--- config.mk ---
export PLATFORM = sky130hd
export DESIGN_NAME = erasure_locator_gen_p
export DESIGN_NICKNAME = d
export VERILOG_FILES = /design/src/rtl/erasure_locator_gen_p.sv
export SDC_FILE = /design/constraint.sdc
export NUM_CORES = 1
export LEC_CHECK = 0
export ABC_AREA = 1
export CORE_MARGIN = 2
export CORE_UTILIZATION = 55
export DETAILED_ROUTE_END_ITERATION = 7
export GPL_TIMING_DRIVEN = 0
export PLACE_DENSITY = 0.7
export SYNTH_ARGS = -nofsm -noshare
export SYNTH_HDL_FRONTEND = slang
export SYNTH_SLANG_ARGS = --single-unit
--- constraint.sdc ---
create_clock -name clock -period 2.7 [get_ports clock]
set_clock_uncertainty 0.2 [all_clocks]
set_input_delay 0.405 -clock clock [delete_from_list [all_inputs] [get_ports clock]]
set_output_delay 0.405 -clock clock [all_outputs]
set_load 0.01 [all_outputs]
--- src/rtl/erasure_locator_gen_p.sv ---
// Erasure locator polynomial builder: G(x) = prod(1 + X_i*x) over GF(2^SYM_W),
// fed by a valid/ready locator stream and read out coefficient by coefficient.
//
// Ports:
//   clock, reset (async, active low)
//   start                         : clear G to 1 and begin accumulating
//   erase_valid/ready/locator/end : locator stream and end-of-stream pulse
//   polyn_done, num_erasures      : polynomial complete, degree
//   overflow                      : sticky, locator arrived at MAX_ERAS
//   send_req                      : request coefficient readout
//   coef_valid/addr/data/last     : readout stream G[0..num_erasures]
//   coef_deriv                    : G[k+1] for even k, else 0 (optional)
//
// Optional feature macro: ERASURE_DERIV_EN adds the coef_deriv output.
module erasure_locator_gen_p #(
    parameter int SYM_W = 8,
    parameter int MAX_ERAS = 16,
    parameter int CNT_W = 5,
    parameter logic [SYM_W:0] PRIM_POLY = 9'h11D
) (
    input  logic             clock,
    input  logic             reset,
    input  logic             start,
    input  logic             erase_valid,
    output logic             erase_ready,
    input  logic [SYM_W-1:0] erase_locator,
    input  logic             erase_end,
    output logic             polyn_done,
    output logic [CNT_W-1:0] num_erasures,
    output logic             overflow,
    input  logic             send_req,
    output logic             coef_valid,
    output logic [CNT_W-1:0] coef_addr,
    output logic [SYM_W-1:0] coef_data,
    output logic             coef_last
`ifdef ERASURE_DERIV_EN
    ,
    output logic [SYM_W-1:0] coef_deriv
`endif
);

    typedef enum logic [1:0] {
        IDLE,
        ACCUM,
        DONE,
        SEND
    } state_t;

    state_t state_q;
    state_t state_next;

    logic [SYM_W-1:0] gamma      [0:MAX_ERAS];
    logic [SYM_W-1:0] gamma_next [0:MAX_ERAS];
    logic [CNT_W-1:0] count_q;
    logic             ovf_q;
    logic             accept;
    logic [CNT_W-1:0] send_k;
    logic [SYM_W-1:0] sel_data;
`ifdef ERASURE_DERIV_EN
    logic [SYM_W-1:0] sel_deriv;
`endif

    function automatic logic [SYM_W-1:0] gf_mul(
        input logic [SYM_W-1:0] a,
        input logic [SYM_W-1:0] b
    );
        logic [SYM_W-1:0] p;
        logic [SYM_W-1:0] aa;
        logic             carry;
        p  = '0;
        aa = a;
        for (int i = 0; i < SYM_W; i++) begin
            if (b[i]) p = p ^ aa;
            carry = aa[SYM_W-1];
            aa    = aa << 1;
            if (carry) aa = aa ^ PRIM_POLY[SYM_W-1:0];
        end
        return p;
    endfunction

    assign num_erasures = count_q;
    assign overflow     = ovf_q;

    // A start in the same cycle discards any transfer.
    assign accept = (state_q == ACCUM) && erase_valid && erase_ready && !start;

    always_ff @(posedge clock or negedge reset) begin
        if (!reset) state_q <= IDLE;
        else        state_q <= state_next;
    end

    always_comb begin
        state_next = state_q;
        case (state_q)
            IDLE:    if (start) state_next = ACCUM;
            ACCUM:   if (erase_end) state_next = DONE;
            DONE:    if (send_req) state_next = SEND;
            SEND:    if (coef_last) state_next = DONE;
            default: state_next = IDLE;
        endcase
        if (start) state_next = ACCUM;
    end

    // Multiply G by (1 + X*x): each coefficient picks up X times its lower neighbour.
    always_comb begin
        gamma_next[0] = gamma[0];
        for (int k = 1; k <= MAX_ERAS; k++) begin
            gamma_next[k] = gamma[k] ^ gf_mul(erase_locator, gamma[k-1]);
        end
    end

    always_ff @(posedge clock or negedge reset) begin
        if (!reset) begin
            gamma[0] <= SYM_W'(1);
            for (int k = 1; k <= MAX_ERAS; k++) gamma[k] <= '0;
            count_q <= '0;
            ovf_q   <= 1'b0;
        end else if (start) begin
            gamma[0] <= SYM_W'(1);
            for (int k = 1; k <= MAX_ERAS; k++) gamma[k] <= '0;
            count_q <= '0;
            ovf_q   <= 1'b0;
        end else if (accept) begin
            if (count_q == CNT_W'(MAX_ERAS)) begin
                ovf_q <= 1'b1;
            end else if (erase_locator != '0) begin
                for (int k = 0; k <= MAX_ERAS; k++) gamma[k] <= gamma_next[k];
                count_q <= count_q + CNT_W'(1);
            end
        end
    end

    // Index of the coefficient presented on the next cycle of a readout.
    assign send_k = (state_q == SEND) ? coef_addr + CNT_W'(1) : '0;

    always_comb begin
        sel_data = '0;
        for (int i = 0; i <= MAX_ERAS; i++) begin
            if (CNT_W'(i) == send_k) sel_data = gamma[i];
        end
    end

`ifdef ERASURE_DERIV_EN
    // Char-2 formal derivative: only odd-degree terms survive, shifted down.
    always_comb begin
        sel_deriv = '0;
        for (int i = 0; i < MAX_ERAS; i += 2) begin
            if (CNT_W'(i) == send_k) sel_deriv = gamma[i+1];
        end
    end
`endif

    always_ff @(posedge clock or negedge reset) begin
        if (!reset) begin
            erase_ready <= 1'b0;
            polyn_done  <= 1'b0;
            coef_valid  <= 1'b0;
            coef_addr   <= '0;
            coef_data   <= '0;
            coef_last   <= 1'b0;
`ifdef ERASURE_DERIV_EN
            coef_deriv  <= '0;
`endif
        end else begin
            erase_ready <= (state_next == ACCUM);
            polyn_done  <= (state_next == DONE) || (state_next == SEND);
            if (state_next == SEND) begin
                coef_valid <= 1'b1;
                coef_addr  <= send_k;
                coef_data  <= sel_data;
                coef_last  <= (send_k == count_q);
`ifdef ERASURE_DERIV_EN
                coef_deriv <= sel_deriv;
`endif
            end else begin
                coef_valid <= 1'b0;
                coef_addr  <= '0;
                coef_data  <= '0;
                coef_last  <= 1'b0;
`ifdef ERASURE_DERIV_EN
                coef_deriv <= '0;
`endif
            end
        end
    end

endmodule
Word-level counts from Yosys, hierarchy flattened
Index checks and enable logic that the tools add are counted.

operators by class
  $add $sub $neg = 2
  equal/unequal tests = 25
  muxes and demuxes = 173
  bitwise gates (word level) = 135
  reduce and logical (&&, ||, !) cells = 13

operators by type and width
  cell                                                  count
  2-to-1 mux 8 bit                                      146
  XOR 8 bit                                             128
  2-to-1 mux 128 bit                                    3
  2-to-1 mux 136 bit                                    1
  2-to-1 mux 5 bit                                      13
  equality test 4 x 5 -> 1 bit (first input constant)   8
  NOT 4 bit                                             7
  equality test 3 x 5 -> 1 bit (first input constant)   4
  adder 5 x 1 -> 5 bit (second input constant)          2
  equality test 2 x 5 -> 1 bit (first input constant)   2
  equality test 2 bit (second input constant)           4
  2-to-1 mux 2 bit                                      4
  case mux 2 bit (4 select lines)                       1
  nonzero test 8 bit                                    1
  nonzero test 2 bit                                    3
  equality test 1 x 5 -> 1 bit (first input constant)   1
  equality test 5 bit                                   1
  equality test 5 bit (first input constant)            1
  equality test 5 bit (second input constant)           1
  zero test 5 bit                                       1
  2-to-1 mux 1 bit                                      5
  equality test 2 x 1 -> 1 bit (second input constant)  2
  logical AND 1 bit                                     3
  AND reduction 3 bit                                   1
  other kinds (5)                                       5

storage, ports and cells
  bits in registers = 161
  input bits = 14
  output and inout port bits = 23
  logic and storage cells = 374

Longest topological paths before layout
  depth in word-level cells = 21
  depth in mapped cells = 23
  mapped depth without buffers = 22

Least setup slack after synthesis
OpenSTA, ideal clock, no wires.

  path type = input to register
  start point = input erase_locator[2]
  end point = register gamma[30] (netlist bit)
  setup time = 0.119 ns
  arrival = 2.275 ns
  required time = 2.381 ns
  path slack = 0.106 ns
  stages on the path = 18
  buffers on the path = 4
  cell sequence = buf_2 inv_1 nand2_2 nand2_4 inv_2 nand2_1 nand2_2 inv_2 buf_2 buf_4 buf_6 nand2_1 xor2_1 xor2_1 xor2_1 nand3_1 nand2_1 nor2_1

on the way
  cells in the longest elaborated chain, start to end = 17
  elaborated cells between the ends (all ways) = 20
  classes of those cells = 10 x mux; 7 x bitwise; 3 x reduce/logical

ends and longest elaborated chain
  element                     line  RTL
  start: declaration          26    input logic [SYM_W-1:0] erase_locator,
  NOT 4 bit (no source line)  -
  2-to-1 mux 5 bit            76    if (carry) aa = aa ^ PRIM_POLY[SYM_W-1:0];
  NOT 4 bit (no source line)  -
  2-to-1 mux 5 bit            76
  XOR 8 bit                   73    if (b[i]) p = p ^ aa;
  2-to-1 mux 8 bit            73
  XOR 8 bit                   73
  2-to-1 mux 8 bit            73
  XOR 8 bit                   73
  2-to-1 mux 8 bit            73
  XOR 8 bit                   73
  2-to-1 mux 8 bit            73
  XOR 8 bit                   108   gamma_next[k] = gamma[k] ^ gf_mul(erase_locator, gamma[k-1]);
  2-to-1 mux 128 bit          126   end else if (erase_locator != '0) begin
  2-to-1 mux 128 bit          124   if (count_q == CNT_W'(MAX_ERAS)) begin
  2-to-1 mux 128 bit          123   end else if (accept) begin
  2-to-1 mux 136 bit          118   end else if (start) begin
  end: declaration            52    logic [SYM_W-1:0] gamma [0:MAX_ERAS];

Several ways; a longest one is shown, not always the timed one. The select of a mux whose other input is x is not followed.
A chain may end at the register's enable or synchronous reset.

Worst setup path in the final report
  start point = register coef_addr[0]
  end point = register coef_data[1]

on the way
  cells in the longest elaborated chain, start to end = 21
  elaborated cells between the ends (all ways) = 37
  classes of those cells = 1 x add/sub; 16 x eq/ne; 19 x mux; 1 x reduce/logical

ends and longest elaborated chain
  element                          line  RTL
  start: declaration               33    output logic [CNT_W-1:0] coef_addr,
  start signal: assignment         169   coef_addr <= send_k;
  adder 5 x 1 -> 5 bit (*)         134   assign send_k = (state_q == SEND) ? coef_addr + CNT_W'(1) : '0;
  2-to-1 mux 5 bit (*)             134
  zero test 5 bit                  139   if (CNT_W'(i) == send_k) sel_data = gamma[i];
  2-to-1 mux 8 bit (16 in series)  139
  2-to-1 mux 8 bit (*)             139
  2-to-1 mux 8 bit (*)             167   if (state_next == SEND) begin
  end signal: assignment           170   coef_data <= sel_data;
  end: declaration                 34    output logic [SYM_W-1:0] coef_data,

Every way passes the cells marked *; elsewhere a longest branch is shown, timed or not.

==> results.tsv <==
metric	value	unit
outcome	complete, but fails checks	
failing checks	DRC, setup timing	
clk root buf	clkbuf_16	
gr ovfl total	0	
worst r2r src	coef_addr[0]	
Chip Width	197.0	um
Simple-Gate Fraction of Synth Area	0.3331	
syn nets	3282	
post-layout min period	3.091	ns
design area	24480	um^2
Final Hold Fails	0	
warnings from Yosys	0	
Num Clock Sinks	154	
flop2flop setup slack	-0.39	ns
pin count of the biggest net entering global routing	90	
vias in the first global route	22092	
Ports	37	
count of cell types in the netlist	40	
Routed WL	105200	um
die height	197.0	um
Worst Reg-to-Reg Cells	16	
Synth Register Bits	154	
area of the multi-input gates	16180	um^2
post-synthesis mux area share	0	
Avg Cell Area, Syn	6.275	um^2
initial antenna violation count	1	
compound-gate portion of the synthesized area	0.06437	
share of cells above drive strength 1	0.1570	
Synth top cells by count	851 x nand2_1, 614 x nor2_1, 459 x xor2_1	
DP Area	21430	um^2
Worst Setup EP	coef_data[1]	
GPL Wtd Cong	1.146	
Req. time, crit path	2.91	ns
P&R area growth vs syn	19.48	%
Final setup viols	41	
Fill cells	3272	
die area	38810	um^2
XOR/XNOR Fraction of Synth Area	0.3345	
area share of the largest cell type after synthesis	0.1962	
cells after synthesis	3265	
drt drc	4	
EDFF count, synth	0	
Longest Clk Path Bufs	2	
worst-margin pin slew	1.354	ns
overall routing resource usage	0.5357	
clock slew at reported path FFs	0.08	ns
RSZ-0062 raised after global routing	yes	
sequential area share after synthesis	0.1882	
via/cell ratio	6.241	
Net count, final	3406	
final core occ	0.6687	
I/O Buffers	32	
final worst slack	-0.3912	ns
Max-slew headroom	0.09738	
Starting Density	0.5596	
Max Slew Vio Count	0	
synth top area cells	xor2_1 20%, dfrtp_1 19%, nand2_1 16%	
FMAX	323.5	MHz
Core Area	36610	um^2
P_leak	0.01044	uW
Arr. time, crit path	3.30	ns
post-synthesis cell area	20490	um^2
Iteration-0 DRC Markers	4024	
number of nets with antenna violations after routing	0	
Async S/R FF share, synth	1.000	
clock latency on the worst-skew pair	0.52	ns
setup_tns	-3.425	ns
TritonCTS buffer count	17	
MaxCap Viol Count	0	
total number of vias	24160	
critical path startpoint category	flip-flop	
htree depth	4	
critical path class	flip-flop to flip-flop	
detailed placement HPWL	77350	um
top_reg_cell synth	dfrtp_1	
Synth area leader	xor2_1	
cell with the most instances after synthesis	nand2_1	
DR WL/cell	27.19	um
Max FO, Critical Path	6	
CP endpoint kind	flip-flop	
wire length of the first global-routing pass	147600	um
Worst Hold Class	input pin to flip-flop	
Sequential cell area	3906	um^2
drt first pass iters	8	
Final Cycle Share	1.145	
pwr dens	1019	nW/um^2
largest family of logic cells by synthesized area	XOR/XNOR gates	
FF-to-FF End	coef_data[1]	
row cnt	70	
Critical Path Start	coef_addr[0]	
CTS tree	done	
Max VDD drop	730.0	uV
Post-Synth Adder-Cell Area	0.001832	
==> sequential cells by signal, summed over array words and instances (netlist names) <==
name and flops:
num_erasures 5, coef_last 1, coef_valid 1, overflow 1
erase_ready 1, coef_addr 5, coef_data 8, polyn_done 1
state_q 2, gamma 129
==> how the worst min path moves through the flow <==
stage | slack [ns] | cells after the start | endpoint | start
after global routing | 0.19 | 4 | gamma[122] | erase_locator[2]
final | 0.13 | 4 | gamma[122] | erase_locator[2]
after global placement | 0.29 | 2 | overflow | overflow
after CTS | 0.18 | 4 | gamma[122] | erase_locator[2]
after floorplan | -0.09 | 0 | coef_addr[0] | reset
after detailed placement | 0.23 | 1 | polyn_done | reset
==> report_power, final <==
part           switching [uW]  leakage, uW  internal [uW]
clock network            1360     0.000278           1310
registers                1610      0.00198           2960
logic                   11300      0.00818           6450
total                   14200       0.0104          10700
==> metrics by stage <==
stage | setup slack (ns) | std cells | power (uW) | hold slack [ns]
2_1_floorplan | 0.1062 | 3265 | 15100 | -0.09059
3_3_place_gp | -6.161 | 3765 | 19370 | 0.2867
3_5_place_dp | -1.821 | 3766 | 19760 | 0.2315
4_1_cts | -0.1757 | 3835 | 23020 | 0.1789
5_1_grt | -0.3934 | 3870 | 25900 | 0.1891
6_report | -0.3912 | 3871 | 24960 | 0.1330
==> logic make-up after synthesis <==
kind of cell / count (synthesis)
buffers and inverters: 387
AND/OR/NAND/NOR: 1692
flip-flops: 154
adder cells (fa/ha/maj): 3
XOR/XNOR: 773
AO/OA/AOI/OAI: 256
==> cell usage in the layout, fill, tap and decap left out, drive strengths merged, types with 8 or more instances in the layout <==
master         Yosys  final
a21oi            103    103
a31oi              9      9
buf               99    200
clkbuf            70     62
clkdlybuf4s50      0     27
clkinv             9     10
clkinvlp           0      8
dfrtp            153    153
inv              209    213
nand2            864    864
nand2b             9      9
nand3             90     90
nand4             47     47
nor2             621    622
nor3              24     24
o21ai            133    133
or2               21     21
xnor2            309    309
xor2             464    464
==> critical path: stages, from the launching register on <==
cell     delay, ns
dfrtp_2       0.45
ha_4          0.20
nor2_4        0.12
nor2_4        0.06
buf_4         0.13
nand2_4       0.18
nor2_4        0.11
inv_2         0.12
nor2_1        0.08
nor2_4        0.10
nand4_1       0.14
nor2_1        0.17
nand4_1       0.14
nor2_1        0.15
nand4_1       0.37
nand2_1       0.19
inv_1         0.05
==> what timing repair did <==
action | 4_1_cts | 5_1_grt
setup buffers | 52 | 50
resized for setup | 335 | 219
cloned | 1 | 1
endpoints found under the setup margin | 140 | 136
hold buffers | 1 | 0
pin swaps | 62 | 111
endpoints found under the hold margin | 64 | 0
==> metal layers <==
metal | global-route usage | vias to the layer above | part of all wire
met5 | 0.002554 | - | 0.00032
met1 | 0.6517 | 11077 | 0.35
met2 | 0.7256 | 2261 | 0.37
met3 | 0.2868 | 643 | 0.19
li1 | - | 10176 | -
met4 | 0.3514 | 3 | 0.087
==> final cells by class <==
cell class | count | area share
inverter | 218 | 0.03516
multi-input combinational | 2725 | 0.6610
sequential | 154 | 0.1596
clock buffer | 18 | 0.01753
antenna | 1 | 0.0001022
buffer | 138 | 0.04769
timing repair buffer | 135 | 0.04881
clock inverter | 14 | 0.006236
tap | 468 | 0.02392
(Power assumes the default switching activity.)
